[config.mk]
export PLATFORM = sky130hd
export DESIGN_NAME = bcd_timer_core
export DESIGN_NICKNAME = d
export VERILOG_FILES = /design/src/rtl/bcd_timer_core_pkg.sv /design/src/rtl/bcd_timer_core_tick_gen.sv /design/src/rtl/bcd_timer_core.sv
export SDC_FILE = /design/constraint.sdc
export NUM_CORES = 1
export LEC_CHECK = 0
export CAP_MARGIN = 15
export CORE_UTILIZATION = 30
export DETAILED_ROUTE_END_ITERATION = 8
export PLACE_DENSITY_LB_ADDON = 0.25
export SYNTH_ARGS = -nofsm -noshare
export SYNTH_HDL_FRONTEND = slang
export SYNTH_HIERARCHICAL = 1
export SYNTH_SLANG_ARGS = --single-unit
[constraint.sdc]
create_clock -name clk -period 2.92 [get_ports clk]
set_clock_uncertainty 0.05 [all_clocks]
set_input_delay 0.438 -clock clk [delete_from_list [all_inputs] [get_ports clk]]
set_output_delay 0.438 -clock clk [all_outputs]
set_load 0.005 [all_outputs]
[src/rtl/bcd_timer_core_pkg.sv]
// bcd_timer_core_pkg: shared FSM encoding, digit width and digit radix helper
package bcd_timer_core_pkg;
  localparam int DIGIT_W = 4;
  typedef enum logic [1:0] {IDLE, RUN, PAUSE, EXPIRED} state_t;
  function automatic logic [DIGIT_W-1:0] digit_radix(input int i, input int n);
    return (i == n - 1 || i % 2 == 0) ? 4'd10 : 4'd6;
  endfunction
endpackage

[src/rtl/bcd_timer_core_tick_gen.sv]
// tick_gen: prescaler emitting a one-cycle tick every CLK_HZ/TICK_HZ cycles
module tick_gen #(
  parameter int CLK_HZ = 125_000_000,
  parameter int TICK_HZ = 1
) (
  input  logic clk,
  input  logic reset,
  input  logic restart,
  output logic tick
);
  localparam int DIV = CLK_HZ / TICK_HZ;
  localparam int CW = $clog2(DIV);
  logic [CW-1:0] cnt;
  assign tick = cnt == CW'(DIV - 1);
  always_ff @(posedge clk) cnt <= (reset || restart || tick) ? '0 : cnt + 1'b1;
endmodule

[src/rtl/bcd_timer_core.sv]
// bcd_timer_core: mixed-radix BCD up/down timer with lap capture and digit editing
module bcd_timer_core
  import bcd_timer_core_pkg::*;
#(
  parameter int CLK_HZ = 125_000_000,
  parameter int TICK_HZ = 1,
  parameter int N_DIGITS = 4,
  parameter logic [4*N_DIGITS-1:0] PRESET = 16'h0500
) (
  input  logic                    clk,
  input  logic                    reset,
  input  logic                    start,
  input  logic                    stop,
  input  logic                    clear,
  input  logic                    lap,
  input  logic                    edit_next,
  input  logic                    edit_inc,
  input  logic                    edit_dec,
  input  logic                    mode_down,
  output logic [4*N_DIGITS-1:0]   digits,
  output logic [4*N_DIGITS-1:0]   lap_digits,
  output logic                    lap_valid,
  output logic [2:0]              edit_sel,
  output logic                    running,
  output logic                    expired,
  output logic                    wrap
);
  localparam int W = DIGIT_W * N_DIGITS;
  state_t state;
  logic mode_q, tick, inc_c, dec_b, mode_chg, idle_pause, start_ok;
  logic [W-1:0] inc_v, dec_v, edit_v;
  logic [DIGIT_W-1:0] d, mx;
  always_comb begin
    inc_v = digits;
    dec_v = digits;
    edit_v = digits;
    inc_c = 1'b1;
    dec_b = 1'b1;
    d = '0;
    mx = '0;
    for (int i = 0; i < N_DIGITS; i++) begin
      d = digits[DIGIT_W*i +: DIGIT_W];
      mx = digit_radix(i, N_DIGITS) - 4'd1;
      inc_v[DIGIT_W*i +: DIGIT_W] = inc_c ? (d == mx ? '0 : d + 4'd1) : d;
      dec_v[DIGIT_W*i +: DIGIT_W] = dec_b ? (d == '0 ? mx : d - 4'd1) : d;
      if (edit_sel == 3'(i))
        edit_v[DIGIT_W*i +: DIGIT_W] = edit_inc ? (d == mx ? '0 : d + 4'd1) : (d == '0 ? mx : d - 4'd1);
      inc_c = inc_c && d == mx;
      dec_b = dec_b && d == '0;
    end
  end
  assign idle_pause = state == IDLE || state == PAUSE;
  assign mode_chg = state != RUN && mode_down != mode_q;
  assign start_ok = idle_pause && start && !(mode_q && digits == '0) && !clear && !mode_chg;
  assign running = state == RUN;
  tick_gen #(.CLK_HZ(CLK_HZ), .TICK_HZ(TICK_HZ)) u_tick (
    .clk(clk), .reset(reset), .restart(start_ok), .tick(tick)
  );
  // mode_q resets to up mode, so a held mode_down loads PRESET one cycle after reset
  always_ff @(posedge clk) begin
    lap_valid <= 1'b0;
    expired <= 1'b0;
    wrap <= 1'b0;
    if (reset) begin
      state <= IDLE;
      digits <= '0;
      lap_digits <= '0;
      edit_sel <= '0;
      mode_q <= 1'b0;
    end else if (clear || mode_chg) begin
      state <= IDLE;
      digits <= mode_down ? PRESET : '0;
      edit_sel <= '0;
      mode_q <= mode_down;
    end else if (state == RUN) begin
      if (lap && !stop) begin
        lap_digits <= digits;
        lap_valid <= 1'b1;
      end
      if (stop) state <= PAUSE;
      if (tick && !mode_q) begin
        digits <= inc_v;
        wrap <= inc_c;
      end
      if (tick && mode_q) begin
        digits <= dec_v;
        if (dec_v == '0) begin
          state <= EXPIRED;
          expired <= 1'b1;
        end
      end
    end else if (start_ok) begin
      state <= RUN;
    end else if (idle_pause && !start && !stop) begin
      if (edit_next) edit_sel <= edit_sel == 3'(N_DIGITS - 1) ? '0 : edit_sel + 3'd1;
      if (edit_inc ^ edit_dec) digits <= edit_v;
    end
  end
endmodule

; Yosys cells after proc, flatten, opt, wreduce, memory -nomap -nowiden
; Cells that the tools add are included.
[word_totals]
input_bits = 10
output_inout_bits = 39
register_bits = 68
[classes]
addsub = 10
eq_ne = 17
muxes = 38
n_bitwise = 6
n_reduce_logical = 51
[ops]
columns = operator, count
row1 = $mux W16, 7
row2 = $mux W4, 22
row3 = $logic_not A16 Y1, 2
row4 = $add A27 B1 Y27 const B, 1
row5 = $eq A27 B27 Y1 const B, 1
row6 = $reduce_and A6 Y1, 3
row7 = $reduce_bool A3 Y1, 6
row8 = $add A4 B1 Y4 const B, 4
row9 = $logic_and A1 B1 Y1, 16
row10 = $logic_not A4 Y1, 4
row11 = $ne A4 B1 Y1 const B, 4
row12 = $sub A4 B1 Y4 const B, 4
row13 = $eq A4 B4 Y1 const B, 3
row14 = $mux W11, 1
row15 = $mux W2, 5
row16 = $reduce_or A4 Y1, 2
row17 = $eq A3 B2 Y1 const B, 2
row18 = $logic_not A1 Y1, 6
row19 = $not A1 Y1, 5
row20 = $reduce_and A5 Y1, 1
row21 = $eq A4 B3 Y1 const B, 1
row22 = $logic_or A1 B1 Y1, 4
row23 = $reduce_and A4 Y1, 1
row24 = $add A3 B1 Y3 const B, 1
row25 = 15 further kinds, 16

; Depth between registers and ports, before layout
[logic_depth]
depth_word = 9
depth_mapped = 11

; Modules after synthesis
; The synthesis kept the hierarchy.
[modules_own_cells]
columns = module, cells_each, area_each_um2, n_inst
row1 = bcd_timer_core, 393, 2935.3, 1
row2 = tick_gen, 150, 1293.7, 1

; Worst setup path after synthesis
; Ideal clock, no wire load.
[synth_path]
kind = register to register
start = register u_tick.cnt[0]
end = register digits[13]
n_path_buf = 0
synth_period_minus_slack_ns = 2.746
t_arrival_ns = 2.626
path_stages_with_launch = 11
slack_ns = 0.174
path_cell_list = dfxtp_1 > ha_1 > and4_1 > nand2_1 > nor3_1 > nand4b_1 > o21ai_1 > a21oi_1 > or3_1 > a211o_1 > a21oi_1
[synth_via]
elab_chain_cells = 5
word_cells_on_any_way = 9
cone_classes = 3 x eq/ne / 3 x mux / 3 x reduce/logical
[synth_lines]
columns = item, line_no
row1 = from (decl), bcd_timer_core_tick_gen.sv:13  ; logic [CW-1:0] cnt;
row2 = from (signal assigned), bcd_timer_core_tick_gen.sv:15  ; always_ff @(posedge clk) cnt <= (reset || restart || tick) ? '0 : cnt + 1'b1;
row3 = $eq A27 B27 Y1 *, bcd_timer_core_tick_gen.sv:14  ; assign tick = cnt == CW'(DIV - 1);
row4 = via tick, bcd_timer_core.sv:30  ; logic mode_q, tick, inc_c, dec_b, mode_chg, idle_pause, start_ok;
row5 = "parallel branches: the longest is 4 deep, another holds $reduce_and A6 Y1", -
row6 = to (signal assigned), bcd_timer_core.sv:72  ; digits <= mode_down ? PRESET : '0;
row7 = to (signal assigned), bcd_timer_core.sv:82  ; digits <= inc_v;
row8 = to (signal assigned), bcd_timer_core.sv:86  ; digits <= dec_v;
row9 = to (decl), bcd_timer_core.sv:20  ; output logic [4*N_DIGITS-1:0] digits,
; Mark *: on every way through the listed nets, which the timed path passes.
; A chain may end at the register's enable or synchronous reset.

; Worst setup path after layout
[layout_path]
start = register u_tick.cnt[0]
end = register digits[9]
; The elaborated chain is that of the path after synthesis.

==> metrics <==
status=completed; met1 GRT Util=22.32%; simple-gate share of the synthesized area=30.68%; Yosys warnings=6; maxcap violations=0; fill count=roughly 1,400; fin crit share=90.70%; Total GRT Usage=18.17%; Synth area leaders=dfxtp_1 (32%), a21oi_1 (6.5%), nand2_1 (6.4%); first-pass GRT wire length=20.49 mm; wire per inst=~16 um; syn avg cell area=approximately 7.8 um2; Post-synth EDFFs=0; crit path max fanout=10; CTS root buffer=clkbuf_16; Post-Place Cells=between 700 and 800; Final Max Slew Viols=0; GRT overflow=0; io pins=49; Final Hold Viols=0; RSZ-0062 raised after global routing=false; FFs w/ async S/R, synth=0%; die width=around 120 um; largest family of logic cells by synthesized area=simple AND/OR/NAND/NOR gates; Post-Synth XOR/XNOR Area=approximately 3.5%; Leak=1.921 nW; Max-slew headroom=a little under three fifths; largest net degree at the start of global routing=29; Crit path required time=3.15 ns; complex-gate fraction of the synthesized area=a little over a fifth; Post-Syn Instances=543; Fin Setup TNS=0 ns; peak supply drop=250.8 uV; CTS Sinks=68; Clock Latency Late Sink=approximately 0.35 ns; routed vias=4,359; DRC violations left=0; Mapped Area=4229 um2; core area=13,830 um2; DIE AREA=between 10,000 and 15,000 um2; ratio of cells with drive above 1 in the final layout=10.91%; die span in y=120.7 um; post-synth top area share=32.19%; mux cell area share after synthesis=about 1.7%; DRT iter0 DRCs=269; Worst setup EP type=flop; Post-synth top flop=dfxtp_1; crit path max-delay cell type=dfxtp_1; Final min period=~2.6 ns; Starting Density=30.59%; H-tree depth=3; sequential area share after synthesis=between 30% and 40%; antenna cells=0; DRT antenna net count=0; total CTS buffers=9; Net Count, Synth=572; Max clock buf depth=2; WP buf/inv=1; worst hold path class=reg2reg; Startpoint Class=flop; CTS tree=done; GR peak layer=met2; Worst Path Arrival=around 2.9 ns; antenna violations before repair=0; Worst path max stage delay=approximately 0.37 ns; vias per inst=5.490; non-filler cells, final=794; f_max=377.6 MHz; Top delay family on crit path=compound AO/OA/AOI/OAI gates; PD cells=500.0 nW/um2; met3 usage=4.906%; leading area contributor after synthesis=dfxtp_1; crit path kind=reg2reg; I/O Buffers=48; Worst-path clk slew=about 0.050 ns; Final Wtd Congestion=0.8870; Pre-antenna DRT Iters=5; Distinct cells, synth=70; synthesis-stage register bit count=68; total power draw=2.703 mW; met2 usage=29.38%; Synth Area in Adders=5.621%; nets@finish=638; endpoints failing setup=0; hpwl dp=9.212 mm; Rows=43; worst-path cell chain=ha_1 -> and4_1 -> nand2_1 -> nor3_1 -> buf_4 -> nand4b_1 -> o21a_2 -> a221o_1 -> a211o_1 -> a21oi_1; Tightest Pin Transition=0.6402 ns; wirelength, routed=12.58 mm; vias in the first global route=slightly above 4,000; P&R area growth vs syn=27.84%
==> flip-flops by register name, summed over array words and instances (netlist names) <==
name and cells:
wrap 1, lap_digits 16, expired 1, mode_q 1
edit_sel 3, state 2, lap_valid 1, u_tick/cnt 27
digits 16
==> synth_stat cells (all sizes together) (3+ instances only) <==
cell type / count
and4: 3
clkbuf: 19
inv: 20
nor3: 12
nor4b: 4
buf: 8
and2: 3
mux2i: 6
or3b: 3
nand4b: 4
nor4: 6
ha: 19
xnor2: 6
and3: 4
nor2: 44
nand2: 73
o2111ai: 6
a211oi: 4
or4: 10
o21ai: 27
nor3b: 9
o31ai: 9
or3: 7
xor2: 11
nand2b: 9
nand3b: 4
nand3: 24
o31a: 3
a21oi: 57
a211o: 3
nand4: 18
dfxtp: 68
a31oi: 4
o211ai: 5
o21bai: 3
==> layer usage <==
metal | wire length (um) | part of all wire, %
met1 | 5566 | 44
met3 | 810 | 6.4
met2 | 5873 | 47
met4 | 329 | 2.6
met5 | 0 | 0
==> final timing paths <==
check                               startpoint              to  slack (ns)  depth (start not counted)
worst max register to register   u_tick/cnt[0]       digits[9]        0.27                         10
worst max-delay path             u_tick/cnt[0]       digits[9]        0.27                         10
worst min register to register  lap_digits[15]  lap_digits[15]        0.40                          2
worst min-delay path            lap_digits[15]  lap_digits[15]        0.40                          2
==> tightest hold or removal path, delay by kind of cell (launching register included) <==
| family | cells | cell delay [ns] |
|---|---|---|
| flops | 1 | 0.30 |
| compound gates | 1 | 0.05 |
| simple gates | 1 | 0.05 |
==> cell usage in the layout, fill, tap and decap left out, types with 4 or more instances in the layout <==
| master | n |
|---|---|
| nor3_1 | 11 |
| o31ai_1 | 8 |
| mux2i_1 | 6 |
| a21oi_1 | 55 |
| o21ai_0 | 26 |
| nor4_1 | 6 |
| o211ai_1 | 5 |
| clkbuf_16 | 9 |
| nor2_1 | 43 |
| or4_1 | 8 |
| or3_1 | 7 |
| nor3b_1 | 8 |
| o2111ai_1 | 6 |
| nand4_1 | 17 |
| inv_1 | 19 |
| and3_1 | 4 |
| buf_4 | 34 |
| nand2b_1 | 9 |
| nand3_1 | 24 |
| a211oi_1 | 4 |
| dfxtp_1 | 68 |
| nand4b_1 | 4 |
| xor2_1 | 11 |
| a31oi_1 | 4 |
| clkdlybuf4s50_1 | 48 |
| xnor2_1 | 6 |
| nand2_1 | 72 |
| ha_1 | 19 |
==> logic make-up (layout without fill, tap and decap cells) <==
group / after synthesis / in the layout
mux: 7 / 7
flops: 68 / 68
fa+ha+maj: 19 / 19
compound gates: 143 / 143
buf+inv: 47 / 118
xor+xnor: 17 / 17
simple gates: 242 / 242
==> final cells by class <==
| class | count | area (um2) | share of cell area, % |
|---|---|---|---|
| inverters | 20 | 75.07 | 1.389 |
| repair buffers | 82 | 735.7 | 13.61 |
| clock buffers | 11 | 232.7 | 4.305 |
| multi-input cells | 428 | 2676 | 49.50 |
| well taps | 180 | 225.2 | 4.166 |
| flip-flops and latches | 68 | 1361 | 25.18 |
| clock inverters | 5 | 100.1 | 1.851 |
==> where the power goes <==
part	switching [mW]	internal, mW	total [mW]
Clock	0.423	0.832	1.25
Combinational	0.282	0.199	0.481
Sequential	0.0209	0.947	0.968
Total	0.726	1.98	2.70
==> timing repair <==
item | in CTS | in global routing
setup buffers | 0 | 0
setup endpoints to repair | 0 | 1
resized for setup | 0 | 1
hold buffers | 0 | 0
==> stage by stage <==
step	utilization [%]	instance area [um2]	setup slack (ns)	hold slack, ns
global placement	36.63	5065	0.1239	0.3914
detailed placement	36.63	5065	0.1113	0.3997
finish	39.10	5406	0.2716	0.4022
global route	39.10	5406	0.03678	0.4244
CTS	39.04	5398	0.1874	0.4051
floorplan	-	4229	0.1737	0.3755
No activity file was read; power rests on OpenSTA's default activity.
==> RTL change, RTL diff (same flow settings) <==
`N_DIGITS`: 4 -> 3.
--- a/src/rtl/bcd_timer_core.sv
+++ b/src/rtl/bcd_timer_core.sv
@@ -4,7 +4,7 @@
 #(
   parameter int CLK_HZ = 125_000_000,
   parameter int TICK_HZ = 1,
-  parameter int N_DIGITS = 4,
+  parameter int N_DIGITS = 3,
   parameter logic [4*N_DIGITS-1:0] PRESET = 16'h0500
 ) (
   input  logic                    clk,
Ports: changed (resized digits and lap_digits); port bits go from 49 to 41. No check against the original RTL was run, so the function may have changed too.
==> RTL change against the unedited design <==
  * Area after synthesis shrank 14%
  * Routed wire length shrank 22%
  * Hold slack gained 9.1 ps
  * Sequential share of layout area grew 0.71 points
  * Cell area shrank 14%
  * Total power shrank 12%
  * Via count shrank 18%
  * First-iteration DRC count shrank 37%
  * Worst setup slack lost 9.2 ps
  * Sequential cell count shrank 8
  * Largest power group unchanged
==> RTL change: results <==
metrics = {
    "pwr": {
        "peakVddDrop_mv": 0.334,
        "p_leak_uw": 0.00163,
    },
    "status": {
        "status": "finished, final reports clean",
    },
    "routing": {
        "initialDrtViolationCount": 169,
        "viasPerCell": 5.48,
        "drt_first_pass_iters": 4,
        "wire_per_inst_um": 15.1,
    },
    "die": {
        "die_w_um": 112,
    },
    "clock_tree": {
        "insertion_delay_ps": 330,
    },
    "logic_synthesis": {
        "yosysSeqAreaShare": 0.329,
        "synth-xor-area-share": 0.0431,
        "yosysUniqueCellTypes": 73,
        "syn-num-nets": 476,
        "synthAdderAreaFrac": 0.0376,
        "yosys-top-cells-count": "dfxtp_1, nor2_1, a21oi_1",
        "synth_mux_area_frac": 0.0322,
    },
    "cells_and_area": {
        "drive_gt1_frac": 0.114,
        "final_net_count": 525,
        "nFillCells": 1168,
        "reg_top3": "u_tick/cnt x27, digits x12, lap_digits x12",
    },
    "global_routing": {
        "grt_pass1_vias": 3262,
        "grt_pass1_wl_um": 16400,
        "grt_max_degree": 21,
    },
    "placement": {
        "hpwlAfterDp_um": 7300,
        "gp_congestion": 0.889,
    },
    "sta": {
        "tightest_slew_ps": 970,
    },
    "critical_path": {
        "cp_max_fo": 6,
    },
}
[RTL change: final cells by class]
cell class	instances	area [sq um]	area share
Tap cell	143	179	0.0385
Clock inverter	3	68.8	0.0148
Inverter	13	48.8	0.0105
Timing Repair Buffer	63	573	0.123
Clock buffer	13	260	0.0560
Sequential cell	60	1200	0.259
Multi-Input combinational cell	357	2310	0.498
[RTL change: how the worst min path moves through the flow]
| stage | start | endpoint | slack (ps) | cells past startpoint |
|---|---|---|---|---|
| 2_1_floorplan | u_tick/cnt[0] | u_tick/cnt[0] | 380 | 1 |
| 3_3_place_gp | u_tick/cnt[0] | u_tick/cnt[0] | 390 | 1 |
| 3_5_place_dp | u_tick/cnt[0] | u_tick/cnt[0] | 400 | 1 |
| 4_1_cts | u_tick/cnt[0] | u_tick/cnt[0] | 410 | 1 |
| 5_1_grt | u_tick/cnt[0] | u_tick/cnt[0] | 440 | 1 |
| 6_report | u_tick/cnt[0] | u_tick/cnt[0] | 410 | 1 |
[RTL change: critical path, cell delays in order (launching register included)]
cell and delay [ps]:
dfxtp_1 370, ha_2 240, and4_1 290, nand2_2 120, nor3_4 170, buf_4 170, and4b_2 290, a21oi_2 50
a221o_1 310, or4_1 400, a21oi_1 130
[RTL change: kinds of logic (layout without fill, tap and decap cells)]
group / Yosys count / in the layout
compound gates: 111 / 111
simple gates: 207 / 207
mux: 10 / 10
xor+xnor: 18 / 18
buf+inv: 38 / 92
flops: 60 / 60
fa+ha+maj: 11 / 11
[RTL change: report_power, final]
part           internal [uW]  switching [uW]  leakage (uW)
clock                    795             378      0.000160
combinational            149             188      0.000988
sequential               835            26.9      0.000486
total                   1780             593       0.00163
[RTL change: per-stage QoR]
step	setup WS (ps)	instances	hold WS (ps)	instance area, sq um
after floorplan	138	455	375	3660
after global placement	226	636	386	4300
after detailed placement	145	636	399	4300
after CTS	142	652	411	4620
after global routing	50.8	652	441	4640
final	262	652	411	4640
[RTL change: layer usage]
layer,share of wire,up-vias,wire (um),track usage
met5,0,-,0,0
met1,0.46,1696,4570,0.207
met4,0.020,0,197,0.0658
met3,0.041,16,409,0.0367
met2,0.47,77,4680,0.268
li1,-,1787,-,-
